### config.mk
export PLATFORM = sky130hd
export DESIGN_NAME = cache_fill_ctrl_flat
export DESIGN_NICKNAME = d
export VERILOG_FILES = /design/src/rtl/wisc_cache_pkg.sv /design/src/rtl/cache_fill_ctrl_if.sv /design/src/rtl/cache_fill_ctrl_fill_word_counter.sv /design/src/rtl/cache_fill_ctrl.sv /design/src/flat_wrapper.sv
export SDC_FILE = /design/constraint.sdc
export NUM_CORES = 1
export LEC_CHECK = 0
export CAP_MARGIN = 20
export CORE_MARGIN = 2
export CORE_UTILIZATION = 58
export CTS_CLUSTER_DIAMETER = 60
export DETAILED_ROUTE_END_ITERATION = 16
export DONT_BUFFER_PORTS = 1
export PLACE_DENSITY = 0.72
export SLEW_MARGIN = 10
export SYNTH_ARGS = -nofsm -noshare
export SYNTH_HDL_FRONTEND = slang
export SYNTH_SLANG_ARGS = --single-unit
export TNS_END_PERCENT = 50
### constraint.sdc
create_clock -name clk -period 2.3 [get_ports clk]
set_clock_uncertainty 0.05 [all_clocks]
set_input_delay 0.345 -clock clk [delete_from_list [all_inputs] [get_ports clk]]
set_output_delay 0.345 -clock clk [all_outputs]
set_load 0.01 [all_outputs]
### src/rtl/wisc_cache_pkg.sv
// Shared constants for the cache miss-fill controller: fill-state encoding,
// block geometry and the word-to-byte offset helper.
package wisc_cache_pkg;

  localparam int WORDS_PER_BLOCK = 8;
  localparam int OFF_W           = 4;
  localparam int IDX_W           = $clog2(WORDS_PER_BLOCK);
  localparam int WORD_SHIFT      = OFF_W - IDX_W;

  typedef enum logic [1:0] {
    IDLE       = 2'b00,
    WAIT_GRANT = 2'b01,
    FILL       = 2'b10,
    DONE       = 2'b11
  } fill_state_e;

  // Byte offset of a word within its block.
  function automatic logic [OFF_W-1:0] word_byte_offset(input logic [IDX_W-1:0] idx);
    return {idx, {WORD_SHIFT{1'b0}}};
  endfunction

endpackage

### src/rtl/cache_fill_ctrl_if.sv
// Miss/arbiter/memory/data-array signal bundle of the fill controller.
// MISS_STALL_CNT_EN adds the stall_cycles observation counter.
interface cache_fill_ctrl_if #(
  parameter int ADDR_W = 16,
  parameter int DATA_W = 16
);
  import wisc_cache_pkg::*;

  logic              miss_detected;
  logic [ADDR_W-1:0] miss_address;
  logic              mem_fetch;
  logic              memory_data_valid;
  logic [DATA_W-1:0] memory_data;
  logic              cache_busy;
  logic              cache_finished;
  logic              mem_enable;
  logic [ADDR_W-1:0] mem_address;
  logic              data_wen;
  logic [IDX_W-1:0]  data_word_sel;
  logic [DATA_W-1:0] data_out;
  logic              tag_wen;
  logic [ADDR_W-1:0] fill_block_addr;
`ifdef MISS_STALL_CNT_EN
  logic [15:0]       stall_cycles;
`endif

  modport master (
    input  miss_detected, miss_address, mem_fetch, memory_data_valid, memory_data,
    output cache_busy, cache_finished, mem_enable, mem_address, data_wen,
    output data_word_sel, data_out, tag_wen, fill_block_addr
`ifdef MISS_STALL_CNT_EN
    , output stall_cycles
`endif
  );

  modport slave (
    output miss_detected, miss_address, mem_fetch, memory_data_valid, memory_data,
    input  cache_busy, cache_finished, mem_enable, mem_address, data_wen,
    input  data_word_sel, data_out, tag_wen, fill_block_addr
`ifdef MISS_STALL_CNT_EN
    , input stall_cycles
`endif
  );

endinterface

### src/rtl/cache_fill_ctrl_fill_word_counter.sv
// Word index counter for the fill engine: increment enable, synchronous
// clear (priority over increment) and a last-word terminal flag.
module fill_word_counter
  import wisc_cache_pkg::*;
(
  input  logic             clk,
  input  logic             rst,
  input  logic             clr,
  input  logic             inc,
  output logic [IDX_W-1:0] cnt,
  output logic             terminal
);

  logic [IDX_W-1:0] cnt_r;

  // Counter state: clear wins over increment, wraps naturally past the last word.
  always_ff @(posedge clk or negedge rst) begin
    if (!rst) begin
      cnt_r <= {IDX_W{1'b0}};
    end else if (clr) begin
      cnt_r <= {IDX_W{1'b0}};
    end else if (inc) begin
      cnt_r <= cnt_r + IDX_W'(1'b1);
    end else begin
      cnt_r <= cnt_r;
    end
  end

  assign cnt      = cnt_r;
  assign terminal = (cnt_r == {IDX_W{1'b1}});

endmodule

### src/rtl/cache_fill_ctrl.sv
// Per-cache miss-fill controller: requests the memory grant, streams the block
// reads, writes returned words and the tag. Optional macro: MISS_STALL_CNT_EN.
module cache_fill_ctrl
  import wisc_cache_pkg::*;
#(
  parameter int ADDR_W = 16,
  parameter int DATA_W = 16
) (
  input  logic               clk,
  input  logic               rst,
  cache_fill_ctrl_if.master  bus
);

  fill_state_e       state_r;
  logic [ADDR_W-1:0] fill_block_addr_r;
  logic              issue_done_r;
  logic [IDX_W-1:0]  issue_cnt_s;
  logic [IDX_W-1:0]  rcv_cnt_s;
  logic              issue_term_s;
  logic              rcv_term_s;
  logic              cnt_clr_s;
  logic              mem_enable_s;
  logic              accept_s;
  logic              last_word_s;

  // Both counters sit at zero whenever no fill is running.
  assign cnt_clr_s = (state_r != FILL);

  fill_word_counter u_issue_cnt (
    .clk      (clk),
    .rst      (rst),
    .clr      (cnt_clr_s),
    .inc      (mem_enable_s),
    .cnt      (issue_cnt_s),
    .terminal (issue_term_s)
  );

  fill_word_counter u_rcv_cnt (
    .clk      (clk),
    .rst      (rst),
    .clr      (cnt_clr_s),
    .inc      (accept_s),
    .cnt      (rcv_cnt_s),
    .terminal (rcv_term_s)
  );

  // Issue/return qualification; returns outside FILL belong to the other cache.
  always_comb begin
    mem_enable_s = 1'b0;
    accept_s     = 1'b0;
    last_word_s  = 1'b0;
    if (state_r == FILL) begin
      mem_enable_s = bus.mem_fetch && !issue_done_r;
      accept_s     = bus.memory_data_valid;
      last_word_s  = bus.memory_data_valid && rcv_term_s;
    end else begin
      mem_enable_s = 1'b0;
      accept_s     = 1'b0;
      last_word_s  = 1'b0;
    end
  end

  // Fill sequencing, block-base latch and the issue-saturation flag.
  always_ff @(posedge clk or negedge rst) begin
    if (!rst) begin
      state_r           <= IDLE;
      fill_block_addr_r <= {ADDR_W{1'b0}};
      issue_done_r      <= 1'b0;
    end else begin
      case (state_r)
        IDLE: begin
          if (bus.miss_detected) begin
            fill_block_addr_r <= {bus.miss_address[ADDR_W-1:OFF_W], {OFF_W{1'b0}}};
            state_r           <= WAIT_GRANT;
          end else begin
            state_r <= IDLE;
          end
        end
        WAIT_GRANT: begin
          issue_done_r <= 1'b0;
          if (bus.mem_fetch) begin
            state_r <= FILL;
          end else begin
            state_r <= WAIT_GRANT;
          end
        end
        FILL: begin
          if (mem_enable_s && issue_term_s) begin
            issue_done_r <= 1'b1;
          end else begin
            issue_done_r <= issue_done_r;
          end
          if (last_word_s) begin
            state_r <= DONE;
          end else begin
            state_r <= FILL;
          end
        end
        DONE: begin
          state_r <= IDLE;
        end
        default: begin
          state_r <= IDLE;
        end
      endcase
    end
  end

  assign bus.cache_busy      = (state_r != IDLE);
  assign bus.cache_finished  = (state_r == DONE);
  assign bus.mem_enable      = mem_enable_s;
  // Base is block-aligned, so the word offset add never carries out.
  assign bus.mem_address     = mem_enable_s
                               ? (fill_block_addr_r + ADDR_W'(word_byte_offset(issue_cnt_s)))
                               : {ADDR_W{1'b0}};
  assign bus.data_wen        = accept_s;
  assign bus.data_word_sel   = accept_s ? rcv_cnt_s : {IDX_W{1'b0}};
  assign bus.data_out        = accept_s ? bus.memory_data : {DATA_W{1'b0}};
  assign bus.tag_wen         = last_word_s;
  assign bus.fill_block_addr = fill_block_addr_r;

`ifdef MISS_STALL_CNT_EN
  logic [15:0] stall_cycles_r;

  // Saturating count of busy cycles since reset.
  always_ff @(posedge clk or negedge rst) begin
    if (!rst) begin
      stall_cycles_r <= 16'h0000;
    end else if ((state_r != IDLE) && (stall_cycles_r != 16'hFFFF)) begin
      stall_cycles_r <= stall_cycles_r + 16'h0001;
    end else begin
      stall_cycles_r <= stall_cycles_r;
    end
  end

  assign bus.stall_cycles = stall_cycles_r;
`endif

endmodule

### src/flat_wrapper.sv
// flat-port wrapper written by rule: the top's interface ports become plain ports
module cache_fill_ctrl_flat import wisc_cache_pkg::*;
#(
  parameter int ADDR_W = 16,
  parameter int DATA_W = 16
)
  (clk, rst, bus_miss_detected, bus_miss_address, bus_mem_fetch, bus_memory_data_valid, bus_memory_data, bus_cache_busy, bus_cache_finished, bus_mem_enable, bus_mem_address, bus_data_wen, bus_data_word_sel, bus_data_out, bus_tag_wen, bus_fill_block_addr);
  cache_fill_ctrl_if #(.ADDR_W(ADDR_W), .DATA_W(DATA_W)) bus_i ();
  input  logic clk;
  input  logic rst;
  input wire logic [$bits(bus_i.miss_detected)-1:0] bus_miss_detected;
  input wire logic [$bits(bus_i.miss_address)-1:0] bus_miss_address;
  input wire logic [$bits(bus_i.mem_fetch)-1:0] bus_mem_fetch;
  input wire logic [$bits(bus_i.memory_data_valid)-1:0] bus_memory_data_valid;
  input wire logic [$bits(bus_i.memory_data)-1:0] bus_memory_data;
  output wire logic [$bits(bus_i.cache_busy)-1:0] bus_cache_busy;
  output wire logic [$bits(bus_i.cache_finished)-1:0] bus_cache_finished;
  output wire logic [$bits(bus_i.mem_enable)-1:0] bus_mem_enable;
  output wire logic [$bits(bus_i.mem_address)-1:0] bus_mem_address;
  output wire logic [$bits(bus_i.data_wen)-1:0] bus_data_wen;
  output wire logic [$bits(bus_i.data_word_sel)-1:0] bus_data_word_sel;
  output wire logic [$bits(bus_i.data_out)-1:0] bus_data_out;
  output wire logic [$bits(bus_i.tag_wen)-1:0] bus_tag_wen;
  output wire logic [$bits(bus_i.fill_block_addr)-1:0] bus_fill_block_addr;
  assign bus_i.miss_detected = bus_miss_detected;
  assign bus_i.miss_address = bus_miss_address;
  assign bus_i.mem_fetch = bus_mem_fetch;
  assign bus_i.memory_data_valid = bus_memory_data_valid;
  assign bus_i.memory_data = bus_memory_data;
  assign bus_cache_busy = bus_i.cache_busy;
  assign bus_cache_finished = bus_i.cache_finished;
  assign bus_mem_enable = bus_i.mem_enable;
  assign bus_mem_address = bus_i.mem_address;
  assign bus_data_wen = bus_i.data_wen;
  assign bus_data_word_sel = bus_i.data_word_sel;
  assign bus_data_out = bus_i.data_out;
  assign bus_tag_wen = bus_i.tag_wen;
  assign bus_fill_block_addr = bus_i.fill_block_addr;
  cache_fill_ctrl #(.ADDR_W(ADDR_W), .DATA_W(DATA_W)) u_core (.clk(clk), .rst(rst), .bus(bus_i));
endmodule
==> results.toml <==
[synth]
yosys-top-cells-area = "dfrtp_1 (42%), and2_1 (17%), mux2_4 (11%)"
synth_area_leader_cell = "dfrtp_1"
ys_warn_count = 0
synth_top_area_frac = 0.420
ys_seq_area_frac = 0.420
synth_cell_type_count = 28
syn_inst = 116
syn_area_um2 = 1250
syn_area_per_cell_um2 = 10.8
ys_ff_latch = 21

[finish]
utilization = 0.631
area.growth.synth_to_final_pct = 1.00
num_antenna_cells = 0
final_nets = 157
drive_gt1_frac = 0.191

[clock_network]
ctsHtreeMaxLevel = 1
path_clk_slew_ns = 0.11
cts_tree = "done"
clk_path_buf_depth = 2
insertion_delay_ns = 0.29
post_cts_buffers = 0
numClockSinks = 21
numCtsBuffers = 3
cts-root-buf = "clkbuf_4"

[global_route]
overflow = 0
grtUsageTotal = 0.171
grt_start_max_net_pins = 22
antenna_found_initial = 0
grt_pass1_wl_mm = 3.31
grt_pass1_vias = 741

[power_and_ir_drop]
seqPwrFrac = 0.494
power_frac_comb = 0.386
swShare = 0.390
p_per_area_nw_per_um2 = 1120
p_clk_frac = 0.120
ir_worst_vdd_v = 0.000726
p_sw_mw = 0.552
p_leak_nw = 0.614
intPower_mw = 0.862

[sta]
final-hold-violation-count = 0
fin_crit_sh = 0.932
timing.fmax_mhz = 466
period_needed_ns = 2.14
rsz0062_at_grt = "no"
setup_viol = 0
worst_pin_slew_ns = 0.939
relSlewSlack = 0.372
setup_tns_ns = 0
slew_viol_final = 0

[drt]
wl_mm = 2.17
ant_nets = 0
vias_per_cell = 5.27
firstDrtPassIters = 4
drt_iter0_markers = 4
wl_per_cell_um = 15.3
vias = 749
drc = 0

[critical_path]
start_kind = "flip-flop"
crit_type = "reg -> out"
worst-path-max-fanout = 16
reg2reg_slack_ns = 0.77
crit_family = "simple AND/OR/NAND/NOR gates"
critical_path_arrival_ns = 1.75
path_buf_inv = 1
cp_cell_sequence = "nand2b_1 -> buf_4 -> nor2_4 -> and2_1"
cpMaxStageDelayCell = "dfrtp_1"
cpPeakStageDelay_ns = 0.44
cp.required_ns = 1.90
critPathCaptureType = "primary output"

[die]
die_w_um = 50.4
fp.dieArea_um2 = 2540
rows = 16
start_util = 0.625
die_h_um = 50.4
io_pins = 93
core-area_um2 = 2000

[status]
status = "complete, no violations"

[run]
drv_cap = 0

[place]
portBuffers = 0
place_congestion = 0.712

[hold_path]
min_path_type = "in -> reg"
## cells by family after synthesis
kind of cell | share of synthesized area
XOR/XNOR | 0.0140
AO/OA/AOI/OAI | 0.0240
flip-flops | 0.420
other | 0.00300
adder cells (fa/ha/maj) | 0.0400
buffers and inverters | 0.0750
multiplexers | 0.151
AND/OR/NAND/NOR | 0.273
## synth_stat cells, drive strengths merged
master	n
a211o	1
a21oi	2
a31oi	1
and2	35
buf	9
clkbuf	2
conb	1
dfrtp	21
ha	4
inv	2
mux2	12
mux2i	2
nand2	7
nand2b	2
nand3b	1
nor2	9
nor2b	1
o21ai	1
or2	1
xnor2	2
## stage by stage
step           cell area (µm²)  instances  hold WS, ns  power, mW  setup slack (ns)
4_1_cts                   1260        142        0.120       1.43             0.134
3_3_place_gp              1220        137    -0.000147       1.23             0.511
2_1_floorplan             1270        120    -0.000591       1.21             0.769
6_report                  1260        142        0.132       1.41             0.156
3_5_place_dp              1220        137   -0.0000304       1.25             0.477
5_1_grt                   1260        142        0.110       1.52            0.0272
## cell usage in the layout, fill, tap and decap left out, types with 2 or more instances in the layout
cell      count
a21oi_1       2
and2_1       34
clkbuf_4      3
conb_1        5
dfrtp_1      21
ha_1          4
inv_1         2
mux2_2        3
mux2_4        9
mux2i_1       2
nand2_1       7
nand2b_1      2
nor2_1        6
nor2_4        2
xnor2_1       2
## timing repair
action                                 4_1_cts  5_1_grt
hold buffers                                 1        0
resized for setup                            0        1
setup endpoints to repair                    0       19
endpoints found under the hold margin       21        0
## worst register-to-register path: stages (launching register included)
cell	delay [ns]
dfrtp_1	0.45
or2_4	0.29
nor2_8	0.26
mux2_2	0.38
## worst paths after layout
kind / depth (start not counted) / start / to
worst max-delay path: 4 / u_core.state_r[0] / bus_mem_address[3]
worst min-delay path: 2 / bus_mem_fetch / flip-flop
worst max register to register: 3 / flip-flop / u_core.bus.fill_block_addr[10]
worst min register to register: 2 / u_core.issue_done_r / u_core.issue_done_r
max in group asynchronous: 1 / rst / u_core.bus.fill_block_addr[9]
min in group asynchronous: 1 / rst / u_core.bus.fill_block_addr[7]
## power by group through the flow
| stage | Sequential, mW | Combinational (mW) | Clock [mW] |
|---|---|---|---|
| floorplan | 0.673 | 0.533 | 0 |
| CTS | 0.702 | 0.549 | 0.180 |
| global route | 0.727 | 0.599 | 0.195 |
| global placement | 0.702 | 0.528 | 0 |
| detailed placement | 0.709 | 0.539 | 0 |
| finish | 0.699 | 0.546 | 0.170 |
## state kept, by name (all words and copies together) (netlist names), named ones only
name                        count
u_core.issue_done_r             1
u_core.bus.fill_block_addr     12
u_core.u_rcv_cnt.cnt            3
u_core.u_issue_cnt.cnt          3
u_core.state_r                  1
## per-layer routing
layer | up-vias | part of all wire | wire length (µm) | track usage
met4 | 0 | 0.0060 | 13 | 0.0676
met2 | 33 | 0.48 | 1040 | 0.263
met3 | 2 | 0.069 | 149 | 0.0446
li1 | 364 | - | - | -
met1 | 350 | 0.45 | 967 | 0.231
met5 | - | 0 | 0 | 0
## layout make-up
cell class / count / area (µm²)
inverter: 2 / 7.51
timing repair buffer: 2 / 17.5
clock buffer: 3 / 22.5
tap: 27 / 33.8
clock inverter: 1 / 5.00
multi-input combinational: 86 / 652
fill: 167 / 738
sequential: 21 / 526
Power figures use the tool's default switching activity.
